[src/rtl/fifo_uart_tx.sv]
`default_nettype none
// +--------------------------------------------------------------------------+
// | Module   : fifo_uart_tx                                                  |
// | Function : Pops FIFO words when idle and sends each as 8N1 UART bytes,   |
// |            most significant byte first, LSB first within a byte.         |
// | Revision : 1.0                                                           |
// +--------------------------------------------------------------------------+
module fifo_uart_tx #(
   parameter int width  = 16,
   parameter int clkdiv = 868,
   parameter int divsz  = 10
) (
   input  logic             clk,
   input  logic             reset,
   input  logic [width-1:0] fifo_data,
   input  logic             fifo_empty,
   output logic             fifo_rd_done,
   output logic             txd,
   output logic             busy
);

   localparam int c_nbytes = width / 8;
   localparam int c_bw     = (c_nbytes > 1) ? $clog2(c_nbytes) : 1;

   localparam logic [c_bw-1:0]  c_last_byte = c_bw'(c_nbytes - 1);
   localparam logic [c_bw-1:0]  c_byte_one  = c_bw'(1);
   localparam logic [divsz-1:0] c_div_last  = divsz'(clkdiv - 1);
   localparam logic [divsz-1:0] c_div_one   = divsz'(1);

   typedef enum logic [1:0] {
      S_IDLE  = 2'd0,
      S_START = 2'd1,
      S_DATA  = 2'd2,
      S_STOP  = 2'd3
   } state_t;

   state_t           r_state, w_state;
   logic [divsz-1:0] r_div, w_div;
   logic [2:0]       r_bit, w_bit;
   logic [c_bw-1:0]  r_byte, w_byte;
   logic [width-1:0] r_shift, w_shift;
   logic             r_txd, w_txd;
   logic             r_rd_done, w_rd_done;
   logic             w_bit_end;
   logic [7:0]       w_cur_byte;

   // The byte on the wire always sits in the top 8 bits; the word shifts up per byte.
   assign w_cur_byte = r_shift[width-1 -: 8];
   assign w_bit_end  = (r_div == c_div_last);

   always_ff @(posedge clk) begin
      if (reset) begin
         r_state   <= S_IDLE;
         r_div     <= '0;
         r_bit     <= '0;
         r_byte    <= '0;
         r_shift   <= '0;
         r_txd     <= 1'b1;
         r_rd_done <= 1'b0;
      end else begin
         r_state   <= w_state;
         r_div     <= w_div;
         r_bit     <= w_bit;
         r_byte    <= w_byte;
         r_shift   <= w_shift;
         r_txd     <= w_txd;
         r_rd_done <= w_rd_done;
      end
   end

   always_comb begin
      w_state   = r_state;
      w_div     = r_div;
      w_bit     = r_bit;
      w_byte    = r_byte;
      w_shift   = r_shift;
      w_txd     = r_txd;
      w_rd_done = 1'b0;
      case (r_state)
         S_IDLE: begin
            w_txd = 1'b1;
            if (!fifo_empty) begin
               w_shift   = fifo_data;
               w_byte    = '0;
               w_bit     = '0;
               w_div     = '0;
               w_state   = S_START;
               w_txd     = 1'b0;
               w_rd_done = 1'b1;
            end
         end
         S_START: begin
            if (w_bit_end) begin
               w_div   = '0;
               w_bit   = '0;
               w_state = S_DATA;
               w_txd   = w_cur_byte[0];
            end else begin
               w_div = r_div + c_div_one;
            end
         end
         S_DATA: begin
            if (w_bit_end) begin
               w_div = '0;
               if (r_bit == 3'd7) begin
                  w_state = S_STOP;
                  w_txd   = 1'b1;
               end else begin
                  w_bit = r_bit + 3'd1;
                  w_txd = w_cur_byte[w_bit];
               end
            end else begin
               w_div = r_div + c_div_one;
            end
         end
         S_STOP: begin
            if (w_bit_end) begin
               w_div = '0;
               if (r_byte != c_last_byte) begin
                  w_byte  = r_byte + c_byte_one;
                  w_shift = r_shift << 8;
                  w_state = S_START;
                  w_txd   = 1'b0;
               end else begin
                  w_state = S_IDLE;
                  w_txd   = 1'b1;
               end
            end else begin
               w_div = r_div + c_div_one;
            end
         end
         default: begin
            w_state = S_IDLE;
            w_txd   = 1'b1;
         end
      endcase
   end

   assign txd          = r_txd;
   assign fifo_rd_done = r_rd_done;
   assign busy         = (r_state != S_IDLE);

endmodule
`default_nettype wire
[config.mk]
export PLATFORM = sky130hd
export DESIGN_NAME = fifo_uart_tx
export DESIGN_NICKNAME = d
export VERILOG_FILES = /design/src/rtl/fifo_uart_tx.sv
export SDC_FILE = /design/constraint.sdc
export NUM_CORES = 1
export LEC_CHECK = 0
export ABC_CLOCK_PERIOD_IN_PS = 3050
export CAP_MARGIN = 20
export CORE_UTILIZATION = 30
export DETAILED_ROUTE_END_ITERATION = 16
export PLACE_DENSITY = 0.55
export SYNTH_ARGS = -nofsm -noshare
export SYNTH_HDL_FRONTEND = slang
export SYNTH_SLANG_ARGS = --single-unit
[constraint.sdc]
create_clock -name clk -period 3.05 [get_ports clk]
set_clock_uncertainty 0.2 [all_clocks]
set_input_delay 0.305 -clock clk [delete_from_list [all_inputs] [get_ports clk]]
set_output_delay 0.305 -clock clk [all_outputs]
set_load 0.02 [all_outputs]
# Yosys cells after proc, flatten, opt, wreduce, memory -nomap -nowiden
# Index checks and enable logic that the tools add are counted.
[classes] n_mux=33 eq_ne=12 bitwise_logic=1 n_lt_le_gt_ge=1 reduce_logical=11 n_addsub=3
[ops] cell="$mux 16" count=3
[ops] cell="$pmux 16 s2" count=1
[ops] cell="$mux 10" count=2
[ops] cell="$pmux 10 s2" count=1
[ops] cell="$ne 2x2->1 const B" count=7
[ops] cell="$mux 1" count=12
[ops] cell="$mux 3" count=4
[ops] cell="$add 10x1->10 const B" count=1
[ops] cell="$eq 10x10->1 const B" count=1
[ops] cell="$mux 2" count=5
[ops] cell="$reduce_and 5->1" count=2
[ops] cell="$pmux 3 s3" count=1
[ops] cell="$pmux 2 s4" count=1
[ops] cell="$reduce_and 3->1" count=2
[ops] cell="$eq 2x2->1 const B" count=2
[ops] cell="$lt 3x4->1 const B" count=1
[ops] cell="$pmux 1 s4" count=1
[ops] cell="$reduce_and 4->1" count=1
[ops] cell="$reduce_bool 2->1" count=2
[ops] cell="$add 3x1->3 const B" count=1
[ops] cell="$bmux 1 s3" count=1
[ops] cell="$eq 3x3->1 const B" count=1
[ops] cell="$reduce_bool 3->1" count=1
[ops] cell="$reduce_or 3->1" count=1
[ops] cell="other kinds (6)" count=6
[word_totals] output_inout_bits=3 reg_bits=34 inputBits=19

# Logic depth before layout (Yosys ltp)
[logic_depth] depth_word=6 ltp_mapped=8 depth_no_buf=6

# Least setup slack after synthesis
# No wires, ideal clock.
[synth_path] path_kind="reg-to-reg" from="register r_div[0]" to="register r_shift[13]" arrival_ns=2.093 path_stages_with_launch=8 required_time_ns=2.762 path_slack_ns=0.669 period_less_slack_ns=2.381 path_cell_list="dfxtp_1 ha_1 or4b_1 buf_2 o41ai_4 buf_6 a21oi_2 a311oi_2"
[synth_via] elab_chain_len=3
[synth_lines] element="start, declared" line="38" text="logic [divsz-1:0] r_div, w_div;"
[synth_lines] element="start signal, assigned" line="62" text="r_div <= w_div;"
[synth_lines] element="$eq 10x10->1" line="49" text="assign w_bit_end = (r_div == c_div_last);"
[synth_lines] element="$ne 2x2->1 (no source line)"
[synth_lines] element="$reduce_and 4->1 (no source line)"
[synth_lines] element="end signal, assigned" line="65" text="r_shift <= w_shift;"
[synth_lines] element="end, declared" line="41" text="logic [width-1:0] r_shift, w_shift;"
# Every way passes these cells.
# A chain may end at the register's enable or synchronous reset.

# Worst setup path in the final report
[layout_path] from="register r_div[0]" to="register r_shift[11]"
# The elaborated chain is that of the path after synthesis.

==> flow_metrics.py <==
metrics = {
    "die": {
        "dieHeight_um": 79.53,
        "ioPinCount": 22,
        "die_w_um": 79.53,
        "core_area_um2": 5642,
        "die_area_um2": 6324,
        "rows": 27,
        "start_util_pct": 31.96,
    },
    "pwr": {
        "seq_power_share_pct": 32.8,
        "ir_drop_mv": 0.3810,
        "p_comb_share_pct": 39.9,
        "power_frac_clock_pct": 27.3,
        "power_leakage_uw": 0.0008158,
        "p_int_uw": 1203,
        "p_switching_uw": 668.0,
        "p_per_area_nw_per_um2": 850.9,
        "swShare_pct": 35.71,
        "finalPower_uw": 1871,
    },
    "placement": {
        "dpl_cell_area_um2": 2061,
        "portBuffers": 21,
        "dp.final_hpwl_um": 2804,
        "dp.cells": 270,
        "gp_congestion": 0.8294,
    },
    "worst_setup_path": {
        "cp.buffers_inverters": 1,
        "required_ns": 3.05,
        "crit_chain": "ha_1, or4b_1, o41ai_4, buf_4, a21oi_1, a311oi_1",
        "arrival_ns": 2.64,
        "max_stage_delay_ns": 0.60,
        "worstSetupPathType": "reg -> reg",
        "cp_top_family": "compound AO/OA/AOI/OAI gates",
        "start_kind": "flip-flop",
        "slowest_stage": "or4b_1",
        "cp_max_fo": 13,
        "worstSetupEndpointType": "flip-flop",
    },
    "flow_run": {
        "cap_viol_max_count": 0,
    },
    "timing": {
        "relSlewSlack_pct": 40.73,
        "worstMarginPinSlew_ns": 0.8823,
        "fin_crit_ns": 2.639,
        "setup_viol": 0,
        "drv_slew": 0,
        "tns_ns": 0,
        "fin_crit_sh_pct": 86.53,
        "hold_viol_final": 0,
        "timing.fmax_mhz": 378.9,
        "rsz0062_at_grt": "false",
    },
    "clock_network": {
        "clock-sinks": 34,
        "hold_buffers": 0,
        "cts_tree": "built",
        "post-cts-setup-buffers": 0,
        "clk_pin_slew_worst_paths_ns": 0.08,
        "numCtsBuffers": 5,
        "cts_buffer_depth": 2,
        "cts_root_buf": "clkbuf_8",
        "clk_latency_ns": 0.30,
        "cts_resized": 0,
        "cts-htree-levels": 2,
    },
    "global_route": {
        "gr-usage-met1_pct": 18.94,
        "grt.total_usage_pct": 13.93,
        "grt-busiest-layer": "met2",
        "grt_max_degree": 17,
        "grt_use_met3_pct": 3.429,
        "antenna_found_initial": 0,
        "grt_pass1_wl_um": 6720,
        "grt_pass1_vias": 1396,
        "grt.overflow.total": 0,
        "met2_usage_pct": 20.43,
    },
    "routing": {
        "detail_route.wl_per_cell_um": 14.35,
        "via_per_inst": 5.378,
        "dr_total_vias": 1495,
        "antenna_left": 0,
        "firstDrtPassIters": 4,
        "drc_errors": 0,
        "first_iter_violations": 44,
        "wirelength_um": 3990,
    },
    "yosys": {
        "synth_ff_type": "dfxtp_1",
        "synthArstFlopShare_pct": 0,
        "synth-seq-cells": 34,
        "yosysUniqueCellTypes": 47,
        "synthCells": 186,
        "yosysSeqAreaShare_pct": 37.75,
        "synth.avg_cell_area_um2": 9.693,
        "syn-num-nets": 213,
        "syn_area_um2": 1803,
        "synth_warnings": 0,
        "synth_edf_count": 0,
    },
    "hold_path": {
        "hold_class": "reg -> reg",
    },
    "final_layout": {
        "drive_gt1_share_pct": 10.68,
        "final_nets": 232,
        "stdcell_area_um2": 2198,
        "final_core_util_pct": 38.97,
        "area_growth_pct": 21.93,
        "layoutNonFillerInstCount": 278,
        "n_antenna_cell": 0,
    },
    "run_status": {
        "outcome": "finished clean",
    },
}
==> per-layer routing <==
layer | wire length (µm) | vias to the layer above
met5 | 0 | -
met4 | 82 | 0
met3 | 127 | 7
met2 | 1739 | 27
met1 | 2040 | 705
li1 | - | 756
==> registers in the layout (all words and copies together), names as in the netlist <==
register	count
fifo_rd_done	1
r_bit	3
r_byte	1
r_div	10
r_shift	16
r_state	2
txd	1
==> cell usage in the layout (no fill, tap or decap), types with 2 or more instances in the layout <==
master / n
a22oi_1: 2
o31ai_1: 2
a22o_1: 12
a311oi_1: 7
o21ai_0: 2
inv_1: 4
clkdlybuf4s50_1: 21
nor3_1: 8
and3_1: 3
a311oi_2: 2
dfxtp_1: 34
o31a_1: 2
o41ai_1: 2
nand4_1: 3
and2_1: 2
buf_4: 4
bufinv_16: 2
ha_1: 8
mux2i_1: 10
clkbuf_8: 5
nand3b_1: 3
a21oi_1: 15
a21oi_2: 3
a21o_1: 2
nand2_1: 6
nand3_1: 5
nand2b_1: 3
a31oi_1: 3
nor2_1: 12
mux4_2: 2
==> tightest hold or removal path, cell delays in order (launching register included) <==
cell and delay [ns]:
dfxtp_1 0.32, o41ai_1 0.05, a21oi_1 0.05
==> final timing paths <==
check	from	endpoint	slack, ns	cells past startpoint
worst max-delay path	r_div[0]$_SDFFE_PP0N_	r_shift[11]$_SDFFE_PP0P_	0.41	6
worst min-delay path	r_bit[2]$_SDFFE_PP0P_	r_bit[2]$_SDFFE_PP0P_	0.27	2
worst max register to register	r_div[0]$_SDFFE_PP0N_	r_shift[11]$_SDFFE_PP0P_	0.41	6
worst min register to register	r_bit[2]$_SDFFE_PP0P_	r_bit[2]$_SDFFE_PP0P_	0.27	2
==> power groups by stage <==
stage | sequential (µW) | combinational [µW] | clock, µW
after floorplan | 615 | 575 | 0
after global placement | 624 | 739 | 0
after detailed placement | 625 | 747 | 0
after CTS | 615 | 750 | 522
after global routing | 628 | 834 | 535
final | 614 | 746 | 510
==> cell type report <==
class	instances	area, µm²
clock buffer	5	68.82
multi-input combinational	135	1035
sequential	34	680.7
inverter	4	15.01
clock inverter	3	68.82
fill	575	3443
tap	72	90.09
timing repair buffer	25	240.2
==> through the flow <==
| step | hold slack [ns] | setup slack, ns |
|---|---|---|
| 2_1_floorplan | 0.2379 | 0.6690 |
| 3_3_place_gp | 0.2565 | 0.5055 |
| 3_5_place_dp | 0.2624 | 0.4238 |
| 4_1_cts | 0.2763 | 0.4256 |
| 5_1_grt | 0.2884 | 0.2413 |
| 6_report | 0.2727 | 0.4109 |
==> logic make-up (layout without fill, tap and decap cells) <==
kind of cell / count (synthesis) / count (layout) / synth area share [%]
AOI/OAI and AO/OA: 60 / 60 / 26.58
xor gates and xnor gates: 2 / 2 / 0.9717
adders and majority gates: 8 / 8 / 5.552
buffers and inverters: 17 / 37 / 4.858
DFF: 34 / 34 / 37.75
muxes: 13 / 13 / 8.675
and+or+nand+nor: 52 / 52 / 15.61
==> synthesized netlist by cell type (all sizes together) (5+ instances only) <==
cell type / number / area share [%]
a311oi: 9 / 5.1
clkbuf: 9 / 2.1
nand3: 5 / 1.4
dfxtp: 34 / 38
nor2: 12 / 2.5
mux2i: 10 / 5.6
a22o: 12 / 5.8
a21oi: 18 / 5.6
ha: 8 / 5.6
nor3: 8 / 2.2
nand2: 6 / 1.2
Note: power is estimated with default switching activity, not from simulation.
